`src/rtl/onehot_to_therm.sv`:
```
// One-hot to thermometer converter with parallel-prefix OR network.
// Combinational therm/none/multi plus enable-gated registered copies.
module onehot_to_therm #(
  parameter int N   = 32,
  parameter int DIR = 0
) (
  input  logic         clock,
  input  logic         reset,
  input  logic [N-1:0] oh,
  input  logic         en,
  output logic [N-1:0] therm,
  output logic         none,
  output logic         multi,
  output logic [N-1:0] therm_q,
  output logic         multi_q
);

  localparam int L = $clog2(N);

  logic [N-1:0] lvl [L+1];
  logic [N-1:0] outside;

  // Log-depth prefix OR: each level folds in bits 2^k positions away.
  always_comb begin
    lvl[0] = oh;
    for (int k = 0; k < L; k++) begin
      if (DIR == 0)
        lvl[k+1] = lvl[k] | (lvl[k] >> (1 << k));
      else
        lvl[k+1] = lvl[k] | (lvl[k] << (1 << k));
    end
  end

  assign therm = lvl[L];

  // OR of bits strictly beyond each position, in the fill direction.
  always_comb begin
    if (DIR == 0)
      outside = therm >> 1;
    else
      outside = therm << 1;
  end

  assign none  = ~|oh;
  assign multi = |(oh & outside);

  // Capture the combinational result when enabled; reset clears it.
  always_ff @(posedge clock or posedge reset) begin
    if (reset) begin
      therm_q <= '0;
      multi_q <= 1'b0;
    end else if (en) begin
      therm_q <= therm;
      multi_q <= multi;
    end
  end

endmodule

```
`config.mk`:
```
export PLATFORM = sky130hd
export DESIGN_NAME = onehot_to_therm
export DESIGN_NICKNAME = d
export VERILOG_FILES = /design/src/rtl/onehot_to_therm.sv
export SDC_FILE = /design/constraint.sdc
export NUM_CORES = 1
export LEC_CHECK = 0
export CORE_MARGIN = 5
export CORE_UTILIZATION = 25
export CTS_CLUSTER_DIAMETER = 50
export DETAILED_ROUTE_END_ITERATION = 12
export GPL_ROUTABILITY_DRIVEN = 0
export HOLD_SLACK_MARGIN = 0.1
export PLACE_DENSITY = 0.55
export SYNTH_ARGS = -nofsm -noshare
export SYNTH_HDL_FRONTEND = slang
export SYNTH_SLANG_ARGS = --single-unit
export TNS_END_PERCENT = 20
```
`constraint.sdc`:
```
create_clock -name clock -period 6.42 [get_ports clock]
set_input_delay 1.284 -clock clock [delete_from_list [all_inputs] [get_ports clock]]
set_output_delay 1.284 -clock clock [all_outputs]
set_load 0.03 [all_outputs]
```
==> impl_metrics.toml <==
[finish]
fin_nets = 328
regArea_sq_um = 825.8
area_growth_pct = 64.45
multi_input_area_sq_um = 899.6
nFillCells = 731
drive_gt1_share_pct = 15.31
n_antenna_cell = 0

[floorplan]
fp.dieArea_sq_mm = 0.009178
rows = 31
start_util_pct = 25.51
ios = 102
die_y_um = 95.80
fp.dieW_um = 95.80
coreArea_sq_mm = 0.007214

[power]
power.density_mw_per_mm2 = 142.0
p_leak_nw = 0.9871
ir_drop_uv = 63.42

[yosys]
synth_top_flop_cell = "dfrtp_1"
synth-edff-count = 0
postSynthCellCount = 188
netlist.area_leader.share_pct = 44.87
syn_avg_cell_area_sq_um = 9.790
syn_area_sq_mm = 0.001841
syn-num-nets = 223
synth-seq-area-share_pct = 44.87
synth.distinct_cells = 42
yosys.area.top_type = "dfrtp_1"
yosys_warnings = 0
ys_ff_latch = 33
synth_area_leaders = "dfrtp_1, mux2_2, nor2_1, a21oi_1, nor3_1"
async_reset_ff_share_pct = 100.0

[job]
max-cap-violations = 0

[clocking]
clock_latency_ps = 280
cts_setup_buffers = 0
cts_sinks = 33
cts_buffers = 5
cts.clk_slew.worst_paths_ps = 70
cts_tree = "done"
cts_buffer_depth = 2
h-tree-depth = 2
holdBufCountCts = 0
root_buffer = "clkbuf_8"
cts_resized = 0

[sta]
worstMarginPinSlew_ps = 933.1
final_hold_viol_count = 0
setup-violations-final = 0
max_freq_mhz = 171.1
fin_skew_ps = 0
grt_setup_unrepaired = "false"
relSlewSlack_pct = 37.79
post-route-period-util_pct = 91.05
whs_ps = 505.1
fin_crit_ps = 5846
final_max_slew_viol_count = 0
setup_tns_ps = 0

[min_path]
hold_depth = 1
whs_endpoint = "therm_q[30]"
hp-start = "therm_q[30]"
hp-class = "reg -> reg"

[detailed_routing]
vias = 1873
first_pass_iters = 4
drc = 0
via_per_inst = 4.766
first_iter_violations = 130
drt_wl_total_um = 6225
ant_nets = 0
wl_per_cell_um = 15.84

[critical_path]
worst-r2r-setup-slack_ps = 5650
worst_setup_path_end_kind = "output pin"
slowest_stage = "clkdlybuf4s50_1"
path_common_cell = "clkdlybuf4s50_1"
required_ps = 5140
slowest_delay_ps = 600
timing.rr.start = "therm_q[10]"
critPathLaunchType = "input pin"
rr_worst_depth = 1
cp_data_arrival_time_ps = 4560
critPathBufInv = 3
reg2reg_to = "therm_q[10]"
cp_top_family = "simple AND/OR/NAND/NOR gates"
critical_path.cell_chain = "clkdlybuf4s50_1 > nor4_1 > and4b_2 > clkinv_4 > or4_1 > a222oi_1 > and4_2 > nand2_1 > clkdlybuf4s50_1"
critPathKind = "in -> out"
crit_fanout = 19

[global_routing]
antenna_found_initial = 0
grt_usage_pct = 13.80
grt_max_degree = 51
overflow = 0
grt_pass1_vias = 1873
grt_pass1_wl_um = 9708

[place]
hpwl_um = 4862
io_buffers = 101

[run_status]
status = "finished, final reports clean"
-- power breakdown --
group	internal, W	total (W)	switching, W
clock network	0.0000770	0.000148	0.0000712
logic	0.0000335	0.0000706	0.0000371
registers	0.000210	0.000211	0.000000986
-- sequential cells by signal (all words and copies together), names as in the netlist --
register	count
multi_q	1
therm_q	32
-- cell type report --
| type | instances | share of cell area [%] |
|---|---|---|
| well taps | 99 | 4.093 |
| flip-flops and latches | 33 | 27.28 |
| inverters | 13 | 1.778 |
| multi-input cells | 134 | 29.72 |
| repair buffers | 106 | 34.48 |
| clock buffers | 8 | 2.646 |
-- kinds of logic after synthesis --
logic type                 after synthesis  share of synthesized area, %
DFF                                     33                         44.87
adders and majority gates                1                        0.5439
buffers and inverters                   21                         6.254
AOI/OAI and AO/OA                       35                         13.19
muxes                                   16                         9.789
and+or+nand+nor                         82                         25.36
-- layout by cell type (no fill, tap or decap), types with 6 or more instances in the layout --
cell,instances
a21oi_1,13
a31oi_1,6
clkdlybuf4s50_1,100
dfrtp_1,33
inv_1,12
mux2_2,16
nand2_1,7
nor2_1,26
nor3_1,9
nor4_1,7
or3_1,7
-- worst max path at each step --
stage | from | slack [ps] | cells after the start | end
finish | oh[21] | 570 | 9 | multi
global route | oh[21] | 320 | 9 | multi
CTS | oh[21] | 550 | 9 | multi
detailed placement | oh[21] | 550 | 9 | multi
global placement | oh[21] | 680 | 9 | multi
floorplan | oh[16] | 1440 | 5 | therm[0]
-- stage by stage --
step	setup WS [ps]	instances	utilization (%)	area (sq um)	power [W]
final	574.5	393	41.95	3027	0.0004298
after global routing	318.8	393	41.95	3027	0.0004533
after CTS	547.6	393	41.95	3027	0.0004388
after detailed placement	547.3	385	40.84	2947	0.0002860
after global placement	678.9	385	40.84	2947	0.0002859
after floorplan	1437	188	-	1841	0.0002452
-- metal layers --
layer,vias to the layer above,share of wire (%),GRT usage (%)
met3,4,9.7,4.535
met1,889,41,17.24
met2,87,49,23.16
met4,0,0.55,2.962
met5,-,0,0
li1,893,-,-
-- synthesized netlist by cell type, drive strengths merged (2+ instances only) --
| master | instances |
|---|---|
| nand3 | 2 |
| or2 | 5 |
| nor4 | 8 |
| mux2 | 16 |
| inv | 12 |
| a31oi | 6 |
| o21ai | 5 |
| clkbuf | 6 |
| or3 | 13 |
| a21oi | 13 |
| nor2 | 26 |
| buf | 2 |
| or4 | 5 |
| nand2b | 2 |
| nand2 | 7 |
| nor3 | 10 |
| dfrtp | 33 |
No activity file was read; power rests on OpenSTA's default activity.
